===== src/rtl/pea_drain_pkg.sv =====
// rtl/pea_drain_pkg.sv - shared types and constants for the result drain
package pea_drain_pkg;

  typedef enum logic [2:0] {
    IDLE    = 3'd0,
    POP     = 3'd1,
    CAPTURE = 3'd2,
    FULL    = 3'd3,
    ERROR   = 3'd4
  } drain_state_t;

  localparam int unsigned STATUS_OK = 0;

endpackage


===== src/rtl/drain_log_ram.sv =====
// rtl/drain_log_ram.sv - result/status pair log, synchronous write, asynchronous read
module drain_log_ram #(
  parameter int DEPTH = 16,
  parameter int WIDTH = 40
) (
  input  logic                     clock,
  input  logic                     we_i,
  input  logic [$clog2(DEPTH)-1:0] waddr_i,
  input  logic [WIDTH-1:0]         wdata_i,
  input  logic [$clog2(DEPTH)-1:0] raddr_i,
  output logic [WIDTH-1:0]         rdata_o
);

  logic [WIDTH-1:0] mem_q [DEPTH];

  always_ff @(posedge clock) begin
    if (we_i) begin
      mem_q[waddr_i] <= wdata_i;
    end
  end

  assign rdata_o = mem_q[raddr_i];

endmodule


===== src/rtl/result_drain.sv =====
// rtl/result_drain.sv - pops result/status FIFOs in lockstep and logs the pairs
module result_drain
  import pea_drain_pkg::*;
#(
  parameter int DATA_WIDTH   = 32,
  parameter int STATUS_WIDTH = 8,
  parameter int LOG_DEPTH    = 16,
  parameter int TIMEOUT      = 8
) (
  input  logic                             clock,
  input  logic                             reset,
  input  logic                             drain_enable,
  input  logic                             clear_log,
  input  logic                             empty_result,
  input  logic [DATA_WIDTH-1:0]            out_result,
  output logic                             r_en_result,
  input  logic                             empty_status,
  input  logic [STATUS_WIDTH-1:0]          out_status,
  output logic                             r_en_status,
  input  logic [$clog2(LOG_DEPTH)-1:0]     rd_addr,
  output logic [DATA_WIDTH-1:0]            rd_result,
  output logic [STATUS_WIDTH-1:0]          rd_status,
  output logic [$clog2(LOG_DEPTH+1)-1:0]   count,
  output logic [$clog2(LOG_DEPTH+1)-1:0]   err_count,
  output logic                             log_full,
  output logic                             pair_error
);

  localparam int AW = $clog2(LOG_DEPTH);
  localparam int CW = $clog2(LOG_DEPTH + 1);
  localparam int SW = $clog2(TIMEOUT + 1);
  localparam int EW = DATA_WIDTH + STATUS_WIDTH;

  drain_state_t    state_q, state_d;
  logic [AW-1:0]   wptr_q, wptr_d;
  logic [CW-1:0]   count_q, count_d;
  logic [CW-1:0]   err_q, err_d;
  logic [SW-1:0]   skew_q, skew_d;
  logic            clr_pend_q, clr_pend_d;
  logic            skew_now, do_clear;
  logic [EW-1:0]   ram_rdata;

  always_ff @(posedge clock or negedge reset) begin
    if (!reset) begin
      state_q    <= IDLE;
      wptr_q     <= '0;
      count_q    <= '0;
      err_q      <= '0;
      skew_q     <= '0;
      clr_pend_q <= 1'b0;
    end else begin
      state_q    <= state_d;
      wptr_q     <= wptr_d;
      count_q    <= count_d;
      err_q      <= err_d;
      skew_q     <= skew_d;
      clr_pend_q <= clr_pend_d;
    end
  end

  // A clear arriving mid-transfer is remembered and applied once back in IDLE/FULL.
  always_comb begin
    state_d    = state_q;
    wptr_d     = wptr_q;
    count_d    = count_q;
    err_d      = err_q;
    skew_d     = skew_q;
    clr_pend_d = clr_pend_q;
    skew_now   = empty_result ^ empty_status;
    do_clear   = clear_log | clr_pend_q;
    case (state_q)
      IDLE: begin
        skew_d     = skew_now ? skew_q + 1'b1 : '0;
        clr_pend_d = 1'b0;
        if (skew_now && (skew_q == SW'(TIMEOUT - 1))) begin
          state_d = ERROR;
        end else if (do_clear) begin
          count_d = '0;
          err_d   = '0;
          wptr_d  = '0;
        end else if (count_q == CW'(LOG_DEPTH)) begin
          state_d = FULL;
        end else if (drain_enable && !empty_result && !empty_status) begin
          state_d = POP;
        end
      end
      POP: begin
        if (clear_log) clr_pend_d = 1'b1;
        state_d = CAPTURE;
      end
      CAPTURE: begin
        if (clear_log) clr_pend_d = 1'b1;
        wptr_d  = wptr_q + 1'b1;
        count_d = count_q + 1'b1;
        if (out_status != STATUS_WIDTH'(STATUS_OK)) err_d = err_q + 1'b1;
        state_d = (count_d == CW'(LOG_DEPTH)) ? FULL : IDLE;
      end
      FULL: begin
        if (do_clear) begin
          count_d    = '0;
          err_d      = '0;
          wptr_d     = '0;
          clr_pend_d = 1'b0;
          state_d    = IDLE;
        end
      end
      ERROR: begin
        clr_pend_d = 1'b0;
      end
      default: state_d = IDLE;
    endcase
  end

  drain_log_ram #(
    .DEPTH (LOG_DEPTH),
    .WIDTH (EW)
  ) u_log (
    .clock   (clock),
    .we_i    (state_q == CAPTURE),
    .waddr_i (wptr_q),
    .wdata_i ({out_result, out_status}),
    .raddr_i (rd_addr),
    .rdata_o (ram_rdata)
  );

  assign r_en_result = (state_q == POP);
  assign r_en_status = (state_q == POP);
  assign count       = count_q;
  assign err_count   = err_q;
  assign log_full    = (count_q == CW'(LOG_DEPTH));
  assign pair_error  = (state_q == ERROR);
  assign rd_result   = (CW'(rd_addr) < count_q) ? ram_rdata[EW-1:STATUS_WIDTH] : '0;
  assign rd_status   = (CW'(rd_addr) < count_q) ? ram_rdata[STATUS_WIDTH-1:0] : '0;

endmodule

===== config.mk =====
export PLATFORM = sky130hd
export DESIGN_NAME = result_drain
export DESIGN_NICKNAME = d
export VERILOG_FILES = /design/src/rtl/pea_drain_pkg.sv /design/src/rtl/drain_log_ram.sv /design/src/rtl/result_drain.sv
export SDC_FILE = /design/constraint.sdc
export NUM_CORES = 1
export LEC_CHECK = 0
export ABC_AREA = 1
export CAP_MARGIN = 20
export CORE_MARGIN = 2
export CORE_UTILIZATION = 60
export DETAILED_ROUTE_END_ITERATION = 8
export PLACE_DENSITY_LB_ADDON = 0.15
export SLEW_MARGIN = 20
export SYNTH_ARGS = -nofsm -noshare
export SYNTH_HDL_FRONTEND = slang
export SYNTH_SLANG_ARGS = --single-unit

===== constraint.sdc =====
create_clock -name clock -period 4 [get_ports clock]
set_input_delay 1 -clock clock [delete_from_list [all_inputs] [get_ports clock]]
set_output_delay 1 -clock clock [all_outputs]
set_load 0.05 [all_outputs]

## Word-level counts from Yosys, hierarchy flattened

Memory sizes are Yosys's and may differ from the RTL's.
Index checks and enable logic that the tools add are counted.
W data, S select, Z words.

- Magnitude comparators: 1
- $add $sub $neg: 4
- Multiply operators: 0
- Div/mod/pow operators: 0
- Multiplexer cells: 25
- Reduce and logical (&&, ||, !) cells: 15
- Bitwise logic cells: 3
- Shifts and indexed selects: 0
- Eq/ne operators: 13

Operator list:

| kind | number |
|---|---|
| $mux W32 | 1 |
| $pmux W5 S3 | 2 |
| $mux W5 | 5 |
| $mux W3 | 5 |
| $pmux W3 S5 | 1 |
| $mux W4 | 3 |
| $pmux W4 S3 | 1 |
| $add A5 B1 Y5 const B | 2 |
| $eq A5 B5 Y1 const B | 2 |
| $add A4 B1 Y4 const B | 2 |
| $mux W8 | 1 |
| $reduce_bool A8 Y1 | 1 |
| $eq A3 B2 Y1 const B | 2 |
| $ne A2 B2 Y1 const B | 3 |
| $reduce_and A3 Y1 | 2 |
| $reduce_bool A3 Y1 | 2 |
| $lt A4 B5 Y1 | 1 |
| $eq A4 B3 Y1 const B | 1 |
| $mux W1 | 4 |
| $ne A4 B4 Y1 const B | 1 |
| $reduce_and A4 Y1 | 1 |
| $reduce_or A2 Y1 | 2 |
| $eq A3 B1 Y1 const B | 1 |
| $eq A3 B3 Y1 const B | 1 |
| 11 further kinds | 14 |

- Bits in writable memories: 640
- Bits in latches: 0
- Memory bits (read-only): 0
- Output and inout bits: 54
- Memories: 1
- Bits in registers: 22

Memory list:

| memory | depth | width | rd ports | clocked after memory_dff | write ports | line | RTL |
|---|---|---|---|---|---|---|---|
| u_log.mem_q | 16 | 40 | 1 | 0 | 1 | drain_log_ram.sv:14 | `logic [WIDTH-1:0] mem_q [DEPTH];` |

## Logic depth before layout (Yosys ltp)

- Depth after elaboration: 8
- Mapped depth: 11

## Cells and area by module

From an unflattened synthesis, not the netlist that was laid out.

- Cell total of the unflattened synthesis: 2868
- Area total of the unflattened synthesis: 29228.0 um2

By module, submodules not included:

| module | cells each | seq. area each (um2) | instances | area an instance (um2) |
|---|---|---|---|---|
| drain_log_ram | 2603 | 19218.4 | 1 | 27517.6 |
| result_drain | 265 | 550.5 | 1 | 1710.4 |

## Worst setup path before layout

No wires, ideal clock.

- Path type: input to output
- Start point: input port rd_addr[2]
- End point: output port rd_result[27]
- Path buffers: 2
- Stages on the path: 10
- Path slack: 0.282 ns
- Arrival time: 2.718 ns
- Cells stage by stage: ha_1 nand2_1 inv_1 o21ai_0 nand3_1 inv_2 buf_2 buf_4 nand2_1 nor2_1

- Word-level cells in the longest chain between the ends: 2

RTL lines:

| item | line | RTL |
|---|---|---|
| start, declared | result_drain.sv:20 | `input logic [$clog2(LOG_DEPTH)-1:0] rd_addr,` |
| $mem_v2 Z16 W40 or $lt A4 B5 Y1 (tied branches) | -- |  |
| $mux W32 (*) | result_drain.sv:132 | `assign rd_result = (CW'(rd_addr) < count_q) ? ram_rdata[EW-1:STATUS_WIDTH] : '0;` |
| end, declared | result_drain.sv:21 | `output logic [DATA_WIDTH-1:0] rd_result,` |

Every way passes the cells marked *; elsewhere a longest branch is shown, timed or not.

## Final worst setup path

- Start point: register count_q[2] (netlist: count[2])
- End point: output port rd_result[17]

- Word-level cells in the longest chain between the ends: 2

RTL lines:

| item | line | RTL |
|---|---|---|
| start, declared | result_drain.sv:36 | `logic [CW-1:0] count_q, count_d;` |
| start signal, assigned | result_drain.sv:54 | `count_q <= count_d;` |
| $lt A4 B5 Y1 | result_drain.sv:132 |  |
| $mux W32 | result_drain.sv:132 |  |

No other way between the ends.

==> metrics.md <==
| Metric | Value |
|---|---|
| Worst EP arrival | 2.82 ns |
| Std cell rows | approximately 80 |
| Die W | 222.1 um |
| Reg clk slew, reported paths | 0.06 ns |
| CTS Buf Count | approximately 70 |
| CTS tree | built |
| Synth Area per Inst | between 10 and 15 um2 |
| Net Sw Frac | 0.2179 |
| Final Max Slew Viols | 0 |
| Maxcap violations | 0 |
| Sinks on Clock Net | 662 |
| Worst reg2reg startpoint | state_q[2] |
| Crit path max-delay family | buffers and inverters |
| Avg Vias per Cell | 5.651 |
| Worst R2R Setup Slack | 1.29 ns |
| FMAX | 262.0 MHz |
| Yosys cell types | 29 |
| WL per Instance | 19.85 um |
| Die Footprint | 0.04931 mm2 |
| Cell Count, Final, Fillers Out | 3394 |
| NetSw | 3.238 mW |
| Residual DRC | 0 |
| Routed WL | 67380 um |
| RD Place Congestion | 0.7739 |
| Hold Slack | 0.3784 ns |
| Outcome | completed |
| RSZ-0062 raised after global routing | false |
| Syn nets | 2716 |
| H-tree depth | 3 |
| Sequential Power Share | 0.511 |
| Total Routing Usage GR | 0.2751 |
| CTS Root Cell | clkbuf_16 |
| Die Span Y | 222.1 um |
| Largest net degree at the start of global routing | 93 |
| Clk pwr share | 0.414 |
| Slack of the critical path | 0.1839 ns |
| Layout cells sized above 1 | 0.08647 |
| Dpl cells | approximately 3300 |
| Warnings from Yosys | 0 |
| Critical Path Sink Type | output pin |
| Final ANT Viol Nets | 0 |
| Core area | between 0.04 and 0.05 mm2 |
| Vias in the first global route | 18700 |
| Combinational Power Share | 0.075 |
| Worst-Margin Slew | 0.9356 ns |
| CP bufs+invs | 5 |
| Worst setup path class | flop to output pin |
| Dpl ws | 0.2385 ns |
| Slew headroom | 0.3763 |
| Initial Util | 0.6102 |
| Nets | roughly 2800 |
| Area growth, synth to finish | 15.44% |
| PwrDens | ~450 mW/mm2 |
| Number of diodes | 0 |
| Reg2reg path depth | 7 |
| Via count | ~19000 |
| Synth Cell Area | 0.02853 mm2 |
| Initial antenna violation count | 1 |
| Register area share after synthesis | 0.6930 |
| Layout Skew | 0.01568 ns |
| Post-DP HPWL | between 30000 and 40000 um |
| Peak VDD IR | 0.4162 mV |
| CP Cell Sequence | inv_1, ha_1, nand2_1, inv_1, o21ai_0, nand3_1, inv_2, buf_12, nand2_1, nor2_1, buf_12 |
| Post-Synthesis Cells | ~2700 |
| Grt ovf | 0 |
| Min cycle time layout | 3.816 ns |
| CP Launch Type | flop |
| Boundary Pins | between 100 and 150 |
| Register bit total from synthesis | ~660 |
| Cell Int Power | 11.63 mW |
| DR iter-0 viols | 2090 |
| Hold Violations, Final | 0 |
| Final setup TNS | 0 ns |
| CTS resizes | 0 |
| CP peak stage delay | roughly 0.46 ns |
| Final period util | 0.9540 |
| Final setup fails | 0 |
| Pre-antenna DRT Iters | 8 |
| Skew-Pair Late Insertion Delay | ~0.58 ns |
| Leakage | about 13 nW |
| Hold Path Class | input pin to asynchronous set/reset pin |
| PortBufs | 103 |
| Worst endpoint required time | 3.00 ns |
| Cell at the slowest stage of the critical path | dfrtp_1 |
| CTS Hold Bufs | 0 |
| Reg2reg end | u_log.mem_q[0][25] |
| Fin util | 0.7044 |
| Crit-path max FO | 22 |
| Cell depth of the worst setup path | 11 |
| Setup bufs post-CTS | 0 |
| CTS max path bufs | 3 |
| First-pass GRT wire length | between 100000 and 150000 um |
## cells by family after synthesis
family	after synthesis	share of synthesized area
buffers and inverters	518	0.07614
AOI/OAI and AO/OA	177	0.03811
adders and majority gates	12	0.005263
xor gates and xnor gates	7	0.002149
DFF	662	0.6930
and+or+nand+nor	1278	0.1854
## per-stage QoR
step	power, mW	area, um2
6_report	14.86	32930
3_5_place_dp	8.857	30790
3_3_place_gp	8.840	30790
4_1_cts	14.92	32940
5_1_grt	15.28	32930
2_1_floorplan	8.359	28530
## final cells by class
type / count / area, um2
sequential: 662 / 19770
tap: 607 / 759.5
clock buffer: 90 / 1888
multi-input combinational: 1474 / 6708
inverter: 380 / 1436
timing repair buffer: 151 / 2111
fill: 3255 / 13820
clock inverter: 30 / 262.8
## worst reg2reg max path: cells and delay by family, from the launching register on
| family | cells | cell delay [ns] |
|---|---|---|
| flops | 1 | 0.39 |
| buf+inv | 4 | 0.90 |
| simple gates | 3 | 1.08 |
## how the worst max path moves through the flow
| stage | start | to | slack, ns |
|---|---|---|---|
| final | count[2] | rd_result[17] | 0.18 |
| after CTS | count[2] | rd_result[17] | 0.19 |
| after global routing | count[2] | rd_result[31] | 0.009 |
| after global placement | rd_addr[2] | rd_status[1] | 0.24 |
| after floorplan | rd_addr[2] | rd_result[27] | 0.28 |
| after detailed placement | rd_addr[2] | rd_result[17] | 0.24 |
## layer usage
metal | vias up | GRT usage | wire length, um
li1 | 8938 | - | -
met3 | 122 | 0.04082 | 5688
met2 | 848 | 0.4484 | 32120
met5 | - | 0 | 13
met1 | 9269 | 0.3848 | 27920
met4 | 2 | 0.09045 | 1638
## layout by cell type, fill, tap and decap left out, drive strengths merged, types with 22 or more instances in the layout
cell type and n:
buf 93, o211ai 78, nand3 303, inv 382
clkinv 22, edfxtp 640, nand2 819, clkbuf 90
or2 40, dfrtp 22, o21ai 47, a21oi 47
nor2 110, clkdlybuf4s50 58
## cells in the mapped netlist
| cell type | count | area [um2] |
|---|---|---|
| o21ai_1 | 27 | 135.1 |
| xnor2_1 | 4 | 35.03 |
| ha_1 | 12 | 150.1 |
| nand3_1 | 303 | 1516 |
| nor3_1 | 2 | 10.01 |
| dfrtp_1 | 22 | 550.5 |
| buf_2 | 72 | 360.4 |
| nand2_1 | 819 | 3074 |
| buf_6 | 12 | 135.1 |
| buf_1 | 11 | 41.29 |
| clkbuf_1 | 33 | 123.9 |
| a31oi_1 | 1 | 6.260 |
| inv_1 | 374 | 1404 |
| clkinv_1 | 1 | 3.750 |
| inv_2 | 4 | 15.01 |
| nand4_1 | 4 | 25.02 |
| nor2_1 | 110 | 412.9 |
| o21ai_0 | 20 | 100.1 |
| or2_1 | 1 | 6.260 |
| xor2_1 | 3 | 26.28 |
| or2_0 | 1 | 6.260 |
| edfxtp_1 | 640 | 19220 |
| or2_2 | 38 | 237.7 |
| a21oi_1 | 47 | 235.2 |
| buf_4 | 9 | 67.56 |
| o22ai_1 | 4 | 25.02 |
| buf_8 | 1 | 15.01 |
| inv_4 | 1 | 6.260 |
| o211ai_1 | 78 | 585.6 |
## state kept, by name (all words and copies together), names as in the netlist
register,count
clr_pend_q,1
count,5
err_count,5
skew_q,4
state_q,3
u_log.mem_q,640
wptr_q,4
## power by group through the flow
stage	clock network, mW	logic, mW	registers (mW)
final	6.15	1.12	7.60
after global routing	6.49	1.20	7.60
after CTS	6.20	1.12	7.60
after detailed placement	0	1.11	7.75
after global placement	0	1.09	7.75
after floorplan	0	0.612	7.75
No activity file was read; power rests on OpenSTA's default activity.
